**src/rtl/clk_x4_slot_scheduler_pkg.sv**
```systemverilog
// Shared types for the x4 slot scheduler and its phase tracker.
// Channel index, phase enum and the in-flight tag carried through the resource latency.
package clk_x4_slot_scheduler_pkg;

    localparam int unsigned NUM_CHANNELS = 4;

    typedef logic [1:0] channel_t;

    typedef enum logic [1:0] {
        PHASE_0,
        PHASE_1,
        PHASE_2,
        PHASE_3
    } phase_t;

    typedef struct packed {
        logic     valid;
        channel_t channel;
    } tag_t;

    function automatic logic is_one_hot4(input logic [3:0] v);
        return (v != 4'b0000) && ((v & (v - 4'd1)) == 4'b0000);
    endfunction

endpackage

```
**src/rtl/clk_x4_phase_tracker.sv**
```systemverilog
// Tracks the rotating x4 phase markers: reports the current phase, whether the cycle is in sync,
// and a sticky error for malformed or out-of-order marker vectors.
module clk_x4_phase_tracker
    import clk_x4_slot_scheduler_pkg::*;
(
    input  logic       Clk,
    input  logic       Rst,
    input  logic [3:0] markers_i,
    output phase_t     phase_o,
    output logic       sync_o,
    output logic       err_phase_o
);

    logic   synced_q, synced_d;
    phase_t expected_q, expected_d;
    logic   err_q, err_d;
    logic   one_hot;
    phase_t cur_phase;

    always_comb begin
        one_hot   = is_one_hot4(markers_i);
        cur_phase = PHASE_0;
        if (markers_i[1]) begin
            cur_phase = PHASE_1;
        end else if (markers_i[2]) begin
            cur_phase = PHASE_2;
        end else if (markers_i[3]) begin
            cur_phase = PHASE_3;
        end

        // Unsynced: only a clean p0 is accepted; synced: only the expected successor.
        sync_o = one_hot && (synced_q ? (cur_phase == expected_q) : (cur_phase == PHASE_0));

        synced_d   = sync_o;
        expected_d = phase_t'(cur_phase + 2'd1);
        err_d      = err_q | ~one_hot | (synced_q & (cur_phase != expected_q));
    end

    always_ff @(posedge Clk) begin
        if (Rst) begin
            synced_q   <= 1'b0;
            expected_q <= PHASE_0;
            err_q      <= 1'b0;
        end else begin
            synced_q   <= synced_d;
            expected_q <= expected_d;
            err_q      <= err_d;
        end
    end

    assign phase_o     = cur_phase;
    assign err_phase_o = err_q;

endmodule

```
**src/rtl/clk_x4_slot_scheduler.sv**
```systemverilog
// Shares one pipelined resource between four channels using x4 phase slots (phase n owns channel n).
// Define CLK_X4_SLOT_SCHEDULER_BORROW_EN to let idle owner slots go round-robin to other channels.
module clk_x4_slot_scheduler
    import clk_x4_slot_scheduler_pkg::*;
#(
    parameter int unsigned DATA_WIDTH   = 16,
    parameter int unsigned RESULT_WIDTH = 32,
    parameter int unsigned LATENCY      = 3
) (
    input  logic                                       Clk,
    input  logic                                       Rst,
    input  logic                                       Clk_x4_p0,
    input  logic                                       Clk_x4_p1,
    input  logic                                       Clk_x4_p2,
    input  logic                                       Clk_x4_p3,
    input  logic [NUM_CHANNELS-1:0]                    Req_valid,
    input  logic [NUM_CHANNELS-1:0][DATA_WIDTH-1:0]    Req_data,
    output logic [NUM_CHANNELS-1:0]                    Req_ready,
    output logic                                       Res_valid,
    output logic [DATA_WIDTH-1:0]                      Res_data,
    output logic [1:0]                                 Res_channel,
    input  logic [RESULT_WIDTH-1:0]                    Res_result_data,
    output logic [NUM_CHANNELS-1:0]                    Out_valid,
    output logic [NUM_CHANNELS-1:0][RESULT_WIDTH-1:0]  Out_data,
    output logic                                       Err_phase
);

    phase_t phase;
    logic   sync;

    clk_x4_phase_tracker u_phase_tracker (
        .Clk        (Clk),
        .Rst        (Rst),
        .markers_i  ({Clk_x4_p3, Clk_x4_p2, Clk_x4_p1, Clk_x4_p0}),
        .phase_o    (phase),
        .sync_o     (sync),
        .err_phase_o(Err_phase)
    );

    logic [NUM_CHANNELS-1:0] granted_q, granted_d, granted_eff, eligible;
    logic                    grant_vld;
    channel_t                grant_ch;

    logic                                      res_valid_q, res_valid_d;
    logic [DATA_WIDTH-1:0]                     res_data_q, res_data_d;
    channel_t                                  res_channel_q, res_channel_d;
    tag_t                                      tag_q [LATENCY];
    tag_t                                      tag_d [LATENCY];
    logic [NUM_CHANNELS-1:0]                   out_valid_q, out_valid_d;
    logic [NUM_CHANNELS-1:0][RESULT_WIDTH-1:0] out_data_q, out_data_d;

`ifdef CLK_X4_SLOT_SCHEDULER_BORROW_EN
    channel_t rr_ptr_q, rr_ptr_d;
    channel_t cand;
`endif

    always_comb begin
        // The p0 clear takes effect for eligibility in the same cycle.
        granted_eff = Clk_x4_p0 ? '0 : granted_q;
        eligible    = Req_valid & ~granted_eff;
        grant_vld   = 1'b0;
        grant_ch    = channel_t'(phase);
`ifdef CLK_X4_SLOT_SCHEDULER_BORROW_EN
        rr_ptr_d = rr_ptr_q;
        cand     = rr_ptr_q;
`endif
        if (!Rst && sync) begin
            if (eligible[phase]) begin
                grant_vld = 1'b1;
            end
`ifdef CLK_X4_SLOT_SCHEDULER_BORROW_EN
            else begin
                for (int k = 0; k < NUM_CHANNELS; k++) begin
                    cand = rr_ptr_q + channel_t'(k);
                    if (!grant_vld && eligible[cand]) begin
                        grant_vld = 1'b1;
                        grant_ch  = cand;
                    end
                end
                if (grant_vld) begin
                    rr_ptr_d = grant_ch + 2'd1;
                end
            end
`endif
        end
        Req_ready = grant_vld ? (4'b0001 << grant_ch) : 4'b0000;
        granted_d = granted_eff | Req_ready;
    end

    always_comb begin
        res_valid_d   = grant_vld;
        res_data_d    = grant_vld ? Req_data[grant_ch] : res_data_q;
        res_channel_d = grant_vld ? grant_ch : res_channel_q;

        tag_d[0].valid   = res_valid_q;
        tag_d[0].channel = res_channel_q;
        for (int i = 1; i < LATENCY; i++) begin
            tag_d[i] = tag_q[i-1];
        end

        // The last tap lines up with the resource output for the op it describes.
        out_valid_d = '0;
        out_data_d  = out_data_q;
        if (tag_q[LATENCY-1].valid) begin
            out_valid_d[tag_q[LATENCY-1].channel] = 1'b1;
            out_data_d[tag_q[LATENCY-1].channel]  = Res_result_data;
        end
    end

    always_ff @(posedge Clk) begin
        if (Rst) begin
            granted_q     <= '0;
            res_valid_q   <= 1'b0;
            res_data_q    <= '0;
            res_channel_q <= '0;
            out_valid_q   <= '0;
            out_data_q    <= '0;
            for (int i = 0; i < LATENCY; i++) begin
                tag_q[i] <= '0;
            end
        end else begin
            granted_q     <= granted_d;
            res_valid_q   <= res_valid_d;
            res_data_q    <= res_data_d;
            res_channel_q <= res_channel_d;
            out_valid_q   <= out_valid_d;
            out_data_q    <= out_data_d;
            tag_q         <= tag_d;
        end
    end

`ifdef CLK_X4_SLOT_SCHEDULER_BORROW_EN
    always_ff @(posedge Clk) begin
        if (Rst) begin
            rr_ptr_q <= '0;
        end else begin
            rr_ptr_q <= rr_ptr_d;
        end
    end
`endif

    assign Res_valid   = res_valid_q;
    assign Res_data    = res_data_q;
    assign Res_channel = res_channel_q;
    assign Out_valid   = out_valid_q;
    assign Out_data    = out_data_q;

endmodule

```
**config.mk**
```make
export PLATFORM = sky130hd
export DESIGN_NAME = clk_x4_slot_scheduler
export DESIGN_NICKNAME = d
export VERILOG_FILES = /design/src/rtl/clk_x4_slot_scheduler_pkg.sv /design/src/rtl/clk_x4_phase_tracker.sv /design/src/rtl/clk_x4_slot_scheduler.sv
export SDC_FILE = /design/constraint.sdc
export NUM_CORES = 1
export LEC_CHECK = 0
export ABC_AREA = 1
export CAP_MARGIN = 20
export CORE_ASPECT_RATIO = 1.1
export CORE_MARGIN = 2
export CORE_UTILIZATION = 47
export DETAILED_ROUTE_END_ITERATION = 8
export MAX_ROUTING_LAYER = met4
export PLACE_DENSITY = 0.86
export SLEW_MARGIN = 15
export SYNTH_ARGS = -nofsm -noshare
export SYNTH_HDL_FRONTEND = slang
export SYNTH_HIERARCHICAL = 1
export SYNTH_SLANG_ARGS = --single-unit
export TNS_END_PERCENT = 50
```
**constraint.sdc**
```tcl
create_clock -name Clk -period 4.4 [get_ports Clk]
set_clock_uncertainty 0.2 [all_clocks]
set_input_delay 0.44 -clock Clk [delete_from_list [all_inputs] [get_ports Clk]]
set_output_delay 0.44 -clock Clk [all_outputs]
set_load 0.05 [all_outputs]
```
-- Word-level counts from Yosys, hierarchy flattened
Cells that the tools add are included.
- eq/ne operators: 2
- order comparisons: 3
- add/subtract/negate cells: 2
- reduce and logical (&&, ||, !) cells: 9
- shifts and indexed selects: 1
- mux-type cells: 17
- bitwise logic cells: 9
- operators by type and width (kind ; number):
    bitwise mux 128 bit ; 1
    demux 32 bit (select 2 bit) ; 1
    binary-select mux 16 bit (select 2 bit) ; 1
    two-way mux 32 bit ; 1
    two-way mux 16 bit ; 1
    bitwise AND 4 bit ; 2
    two-way mux 4 bit ; 2
    < comparator 2 x 3 -> 1 bit (second input constant) ; 2
    two-way mux 2 bit ; 3
    two-way mux 1 bit ; 5
    logical AND 1 bit ; 4
    logical NOT 4 bit ; 1
    NOT 4 bit ; 1
    OR 4 bit ; 1
    nonzero test 4 bit ; 1
    << shifter 1 x 2 -> 4 bit (first input constant) ; 1
    subtractor 4 x 1 -> 4 bit (second input constant) ; 1
    adder 2 x 1 -> 2 bit (second input constant) ; 1
    binary-select mux 1 bit (select 2 bit) ; 1
    demux 1 bit (select 2 bit) ; 1
    == test 2 bit ; 1
    >= comparator 2 x 1 -> 1 bit (second input constant) ; 1
    logical NOT 2 bit ; 1
    != test 2 bit ; 1
    5 further kinds ; 7
- register bits: 168
- word-level logic and storage cells: 61
- bits of input ports: 106
- output and inout bits: 156

-- Longest topological paths before layout
Gate-level depths: netlist (run 1).
- word-level depth: 10
- mapped depth: 17

-- Modules after synthesis
Netlist (run 1), hierarchy kept.
- by module, submodules not included (module ; instances ; seq. area each (µm²) ; area each (µm²) ; cells each):
    clk_x4_slot_scheduler ; 1 ; 3283.1 ; 6347.3 ; 866
    clk_x4_phase_tracker ; 1 ; 80.1 ; 229.0 ; 41

-- Worst setup path before layout (run 1)
No wires, ideal clock.
- kind: input-to-output
- start point: input port Clk_x4_p2
- end point: output port Req_ready[2]
- arrival time: 1.869 ns
- path slack: 1.891 ns
- path buffers: 1
- stages on the path: 16
- data required time: 3.760 ns
- cell sequence: inv_2 nand2_1 nand2_2 nand2_1 nand2_1 nand2_1 nand2_1 nand2_1 inv_1 inv_1 nor2_1 nand2_2 inv_2 buf_6 nand3_1 inv_1
- word-level cells in the longest chain between the ends: 8
- RTL lines (item ; RTL line ; RTL):
    start: declaration ; clk_x4_slot_scheduler.sv:14 ; input logic Clk_x4_p2,
    two-way mux 2 bit * ; clk_x4_phase_tracker.sv:25 ; end else if (markers_i[2]) begin
    two-way mux 2 bit * ; clk_x4_phase_tracker.sv:23 ; if (markers_i[1]) begin
    named net grant_ch[0] ; clk_x4_slot_scheduler.sv:42 ; channel_t grant_ch;
    == test 2 bit or logical NOT 2 bit (tied branches) ; clk_x4_phase_tracker.sv:32 ; sync_o = one_hot && (synced_q ? (cur_phase == expected_q) : (cur_phase == PHASE_0));
    two-way mux 1 bit * ; clk_x4_phase_tracker.sv:32 ;
    logical AND 1 bit * ; clk_x4_phase_tracker.sv:32 ;
    named net sync ; clk_x4_slot_scheduler.sv:29 ; logic sync;
    logical AND 1 bit * ; clk_x4_slot_scheduler.sv:67 ; if (!Rst && sync) begin
    two-way mux 1 bit * ; clk_x4_slot_scheduler.sv:67 ;
    two-way mux 4 bit * ; clk_x4_slot_scheduler.sv:86 ; Req_ready = grant_vld ? (4'b0001 << grant_ch) : 4'b0000;
    end: declaration ; clk_x4_slot_scheduler.sv:18 ; output logic [NUM_CHANNELS-1:0] Req_ready,
Mark *: on every way through the listed nets, which the timed path passes. The rest lies on a longest branch. The select of a mux whose other input is x is not followed.

-- Worst setup path after layout (run 1)
- start point: input port Clk_x4_p2
- end point: output port Req_ready[3]
- word-level cells in the longest chain between the ends: 8
- RTL lines (item ; RTL line):
    two-way mux 2 bit * ; clk_x4_phase_tracker.sv:25
    two-way mux 2 bit * ; clk_x4_phase_tracker.sv:23
    named net grant_ch[1] ; clk_x4_slot_scheduler.sv:42
    == test 2 bit or logical NOT 2 bit (tied branches) ; clk_x4_phase_tracker.sv:32
    two-way mux 1 bit ; clk_x4_phase_tracker.sv:32
    logical AND 1 bit ; clk_x4_phase_tracker.sv:32
    logical AND 1 bit ; clk_x4_slot_scheduler.sv:67
    two-way mux 1 bit ; clk_x4_slot_scheduler.sv:67
    two-way mux 4 bit * ; clk_x4_slot_scheduler.sv:86
Marks and branches as above.

==> out/results.ini, run 1 <==
[detailed_routing]
avgViaCountPerCell=4.98
vias=6675
first_pass_iters=5
totalWireLength_um=20100
drtIter0Drc=467
drt-wirelength-per-cell_um=15.0
postRouteAntennaNets=0
drc=0

[critical_path]
crit_path_start_kind=input port
slowest_stage=nor2_2
worst_setup_path_end_kind=output port
crit_chain=clkdlybuf4s50_1 > inv_2 > nand2_2 > nand2_1 > inv_1 > nor2_2 > buf_4 > nand2_2 > nand2_1 > nor2_2 > nand3_1 > inv_1 > buf_4
slowest_delay_ps=750
crit_required_ps=3760
setup.worst_path.class=input port to output port
crit_family=simple AND/OR/NAND/NOR gates
path_buf_inv=6
crit_fanout=21
cp.arrival_ps=3100

[floorplan]
initial_utilization_pct=47.9
io_pins=262
core_um2=13700
rows=45
dieArea_um2=15000
die_y_um=128
die_w_um=117

[sta]
rsz0062_at_grt=false
fmaxAchievable_mhz=267
tightest_slew_ps=1000
relSlewSlack_pct=33.2
setup_viol=0
period_needed_ps=3740
hold_violations=0
post-route-period-util_pct=85.1
tns_ps=0
slew_viol_final=0

[layout]
antenna-diode-count=0
layout_common_cells=256 x clkdlybuf4s50_1, 200 x nor2_1, 181 x nand2_1
final_cells=1341
syn_to_final_growth_pct=50.2
layout-drive-gt1-share_pct=6.59
post-route-util_pct=71.9
layout_commonest_cell=clkdlybuf4s50_1
layout.nets=1247
fillers=1127
finalInstanceArea_um2=9880

[clock_network]
post_cts_resize_count=0
postCtsHoldBufs=0
cts_max_level=4
clock-sinks=168
clock-root-buffer=clkbuf_16
clockBufferDepth=2
clock_latency_ps=420
numCtsBuffers=17
clk_pin_slew_ps=60
cts_tree=done
postCtsSetupRepairBufs=0

[synth]
synth_top_family_by_area=simple AND/OR/NAND/NOR gates
postSynthAreaPerCell_um2=7.25
synth_area_leaders=dfxtp_1 51%, nor2_1 11%, nand2_1 10%, o21ai_0 7.3%, a21oi_1 5.3%
dominantRegCellSynth=dfxtp_1
synthSimpleGateAreaFrac_pct=28.3
async_reset_ff_share_pct=0
netlist_area_um2=6580
yosysUniqueCellTypes=17
muxShareOfSynthArea_pct=0
synthesis.nets=1013
yosysTopAreaCell=dfxtp_1
ys.warnings.count=6
synth-edff-count=0
synth_compound_area_share_pct=12.6
ys_seq_area_share_pct=51.1
synthAdderAreaFrac_pct=0
synth_cells=907
synth-xor-area-share_pct=0
synth_top_area_share_pct=51.1
ys_seq_elements=168

[placed_design]
dpl.hpwl_um=14100
placed_area_um2=9260
dp_cells=1309
gp_congestion=0.833
port_buffers=261

[power_and_ir_drop]
leakage_nw=3.87
ir_worst_vdd_uv=208
finalPower_mw=3.32
power_density_nw_per_um2=337

[grt]
grt_pass1_vias=6157
antenna_found_initial=0
track_usage_pct=27.3
grt_max_degree=46
grt_pass1_wl_um=31000
grt_overflow_total=0

[flow_run]
cap_violations=0

[hold_path]
hold_path_class=input port to flip-flop

[status]
status=finished, final reports clean

## kinds of logic after synthesis
family,Yosys count
AOI/OAI and AO/OA,166
buffers and inverters,123
DFF,168
and+or+nand+nor,450
## path summary, 6_finish.rpt
check | startpoint | endpoint | slack [ps] | cells past startpoint
setup reg to reg | tag_q[2] | Out_data[19] | 1980 | 8
hold reg to reg | tag_d[5] | tag_d[2] | 200 | 2
hold / removal | Rst | u_phase_tracker/expected_q[0] | 150 | 2
setup / recovery | Clk_x4_p2 | Req_ready[3] | 660 | 13
## per-stage QoR
| step | worst slack (ps) | hold WS (ps) |
|---|---|---|
| final | 656 | 148 |
| after global placement | 776 | 192 |
| after detailed placement | 705 | 193 |
| after floorplan | 1890 | 188 |
| after CTS | 698 | 133 |
| after global routing | 439 | 137 |
## flip-flops by register name, summed over array words and instances, names as in the netlist
register	count
Res_channel	2
u_phase_tracker/expected_q	2
u_phase_tracker/synced_q	1
Out_data	128
tag_d	6
tag_q	3
Res_valid	1
granted_q	4
Res_data	16
Out_valid	4
u_phase_tracker/err_phase_o	1
## worst register-to-register path, stage by stage (launching register included)
cell	delay [ps]
dfxtp_1	370
inv_1	70
nor2_2	390
buf_4	360
nand2_1	110
inv_1	400
buf_8	250
nor2_1	70
nor2_1	130
## routing by layer
metal | share of wire (%) | GRT usage (%) | up-vias
li1 | - | - | 3322
met5 | 0 | - | -
met3 | 6.6 | 6.95 | 39
met1 | 40 | 31.6 | 3078
met2 | 50 | 44.8 | 236
met4 | 2.8 | 11.8 | 0
## area by class of cell
class / count / area [um^2] / share of cell area (%)
clock inverter: 10 / 143 / 1.44
sequential: 168 / 3360 / 34.1
clock buffer: 21 / 460 / 4.66
inverter: 65 / 244 / 2.47
multi-input combinational: 616 / 2700 / 27.3
timing repair buffer: 273 / 2740 / 27.7
tap: 188 / 235 / 2.38
## Yosys cell counts (4+ instances only)
| library cell | n |
|---|---|
| o21ai_0 | 96 |
| dfxtp_1 | 168 |
| buf_2 | 11 |
| inv_1 | 59 |
| a21oi_1 | 70 |
| buf_6 | 5 |
| clkbuf_1 | 39 |
| nand2_1 | 181 |
| inv_2 | 6 |
| nand2_2 | 4 |
| nand3_2 | 11 |
| nand3_1 | 46 |
| nor2_1 | 201 |
## power breakdown
group | internal, mW | switching, mW
Sequential | 1.53 | 0.00392
Clock | 0.924 | 0.599
Combinational | 0.127 | 0.144
Total | 2.58 | 0.747
Note: power is estimated with default switching activity, not from simulation.
==> run 2, diff against run 1 <==
--- a/config.mk
+++ b/config.mk
@@ -8,7 +8,6 @@
 export ABC_AREA = 1
 export CAP_MARGIN = 20
 export CORE_ASPECT_RATIO = 1.1
-export CORE_MARGIN = 2
 export CORE_UTILIZATION = 47
 export DETAILED_ROUTE_END_ITERATION = 8
 export MAX_ROUTING_LAYER = met4
==> run 2 against run 1 <==
Effect of this change:
- sequential share of layout area increased by 0.052 points
- clock power grew 3%
- final area shrank 0.15%
- highest routed layer unchanged
- critical endpoint unchanged
==> out/results.ini, run 2 (synthesis results as in run 1) <==
[status]
status=finished, final reports clean  ; unchanged

[detailed_routing]
drc=0  ; unchanged
routed.top_layer=met4  ; unchanged
vias=6754  ; was 6675
avgViaCountPerCell=5.05  ; was 4.98
totalWireLength_um=20400  ; was 20100 um
postRouteAntennaNets=0  ; unchanged
wl_met1_um=8260  ; was 8120 um
first_pass_iters=5  ; unchanged
drtIter0Drc=700  ; was 467
wl_met3_um=1190  ; was 1330 um
drt-wirelength-per-cell_um=15.2  ; was 15.0 um
wl_met2_um=10000  ; was 10100 um

[floorplan]
rows=44  ; was 45
io_pins=262  ; unchanged
initial_utilization_pct=49.0  ; was 47.9%
die_y_um=126  ; was 128 um
dieArea_um2=14500  ; was 15000 um^2
core_um2=13400  ; was 13700 um^2
die_w_um=115  ; was 117 um

[clock_network]
clock-sinks=168  ; unchanged
post_cts_resize_count=0  ; unchanged
cts_max_level=4  ; unchanged
clock-root-buffer=clkbuf_16  ; unchanged
cts_tree=done  ; unchanged
clk_pin_slew_ps=60  ; about the same
clockBufferDepth=2  ; unchanged
clock_latency_ps=420  ; about the same
postCtsHoldBufs=0  ; unchanged
postCtsSetupRepairBufs=0  ; unchanged
numCtsBuffers=17  ; unchanged

[power_and_ir_drop]
internal_power_mw=2.59  ; was 2.58 mW
p_clk_share_pct=46.4  ; was 45.8%
power_density_nw_per_um2=341  ; was 337 nW/um^2
power_frac_comb_pct=8.1  ; about the same
seqPwrFrac_pct=45.6  ; was 46.1%
leakage_nw=3.86  ; was 3.87 nW
ir_worst_vdd_uv=252  ; was 208 uV
switchingPower_uw=772  ; was 747 uW
swShare_pct=23.0  ; was 22.5%

[critical_path]
worst_setup_path_end_kind=output port  ; unchanged
r2r_start=tag_q[0]  ; was tag_q[2]
slowest_stage=nor2_2  ; unchanged
crit_path_start_kind=input port  ; unchanged
crit_required_ps=3760  ; about the same
crit_chain=clkdlybuf4s50_1 > inv_2 > nand2_2 > nand2_1 > inv_1 > nor2_2 > nand2_2 > nand2_1 > nor2_2 > nand3_1 > inv_1 > buf_4  ; was clkdlybuf4s50_1 > inv_2 > nand2_2 > nand2_1 > inv_1 > nor2_2 > buf_4 > nand2_2 > nand2_1 > nor2_2 > nand3_1 > inv_1 > buf_4
cp.arrival_ps=3050  ; was 3100 ps
slowest_delay_ps=750  ; about the same
setup.worst_path.class=input port to output port  ; unchanged
rrSetupSlack_ps=1890  ; was 1980 ps
crit_fanout=21  ; unchanged
crit_family=simple AND/OR/NAND/NOR gates  ; unchanged
path_buf_inv=5  ; was 6
critPathLaunch=Clk_x4_p2  ; unchanged

[sta]
post-route-period-util_pct=83.9  ; was 85.1%
rsz0062_at_grt=false  ; unchanged
period_needed_ps=3690  ; was 3740 ps
hold_violations=0  ; unchanged
timing.final.ws_setup_ps=708  ; was 656 ps
slew_viol_final=0  ; unchanged
tightest_slew_ps=1000  ; about the same
tns_ps=0  ; unchanged
relSlewSlack_pct=33.2  ; about the same
worst_hold_slack_ps=155  ; was 148 ps
fmaxAchievable_mhz=271  ; was 267 MHz
setup_viol=0  ; unchanged

[layout]
largest_register_ffs=128  ; unchanged
antenna-diode-count=0  ; unchanged
layout.nets=1246  ; was 1247
finalInstanceArea_um2=9860  ; was 9880 um^2
fillers=1081  ; was 1127
final_cells=1337  ; was 1341
layout_commonest_cell=clkdlybuf4s50_1  ; unchanged
layout_common_cells=256 x clkdlybuf4s50_1, 200 x nor2_1, 181 x nand2_1  ; unchanged
layout-drive-gt1-share_pct=6.59  ; unchanged
syn_to_final_growth_pct=50.0  ; was 50.2%

[placed_design]
gp_congestion=0.857  ; was 0.833
placed_area_um2=9210  ; was 9260 um^2
dpl.hpwl_um=13800  ; was 14100 um
dp_cells=1304  ; was 1309
port_buffers=261  ; unchanged
place_ws_ps=761  ; was 705 ps

[grt]
grt_pass1_wl_um=32700  ; was 31000 um
track_usage_pct=29.6  ; was 27.3%
antenna_found_initial=0  ; unchanged
grt_overflow_total=0  ; unchanged
grt_pass1_vias=6606  ; was 6157
grt_max_degree=58  ; was 46

[hold_path]
hold_path_class=input port to flip-flop  ; unchanged
worstHoldStart=Rst  ; unchanged

[flow_run]
cap_violations=0  ; unchanged

[run 2: changes by cell type in the layout (fill, tap and decap cells not counted)]
cell,change
inv_8,+1
buf_12,-1
clkinv_2,-2
buf_8,-1
clkinvlp_4,+1
inv_6,+1
buf_4,+1
[run 2: area by class of cell]
cell class	count	area (um^2)	area share, %
Sequential cell	168	3360	34.1
Clock buffer	21	460	4.67
Multi-Input combinational cell	616	2700	27.3
Inverter	65	244	2.47
Tap cell	184	230	2.33
Timing Repair Buffer	272	2710	27.5
Clock inverter	11	160	1.62
[run 2: final timing paths]
kind,endpoint,cells after the start
worst max register to register,Out_data[127],5
worst min register to register,tag_q[0],2
worst max-delay path,Req_ready[3],12
worst min-delay path,u_phase_tracker/expected_q[0],2
[run 2: power groups by stage]
stage | clock, mW | sequential [mW] | combinational [mW]
3_3_place_gp | 0 | 1.56 | 0.264
4_1_cts | 1.57 | 1.53 | 0.270
6_report | 1.56 | 1.53 | 0.271
5_1_grt | 1.63 | 1.53 | 0.295
3_5_place_dp | 0 | 1.56 | 0.267
2_1_floorplan | 0 | 1.58 | 0.114
[run 2: stage by stage]
stage               utilization [%]  power [mW]
finish                         73.4        3.36
CTS                            73.2        3.37
floorplan                         -        1.69
detailed placement             68.6        1.83
global route                   73.4        3.45
global placement               68.5        1.83
[run 2: metal layers]
layer / track usage (%) / vias up
met5: - / -
met4: 15.6 / 0
met3: 5.73 / 70
met2: 49.7 / 274
met1: 33.2 / 3083
li1: - / 3327
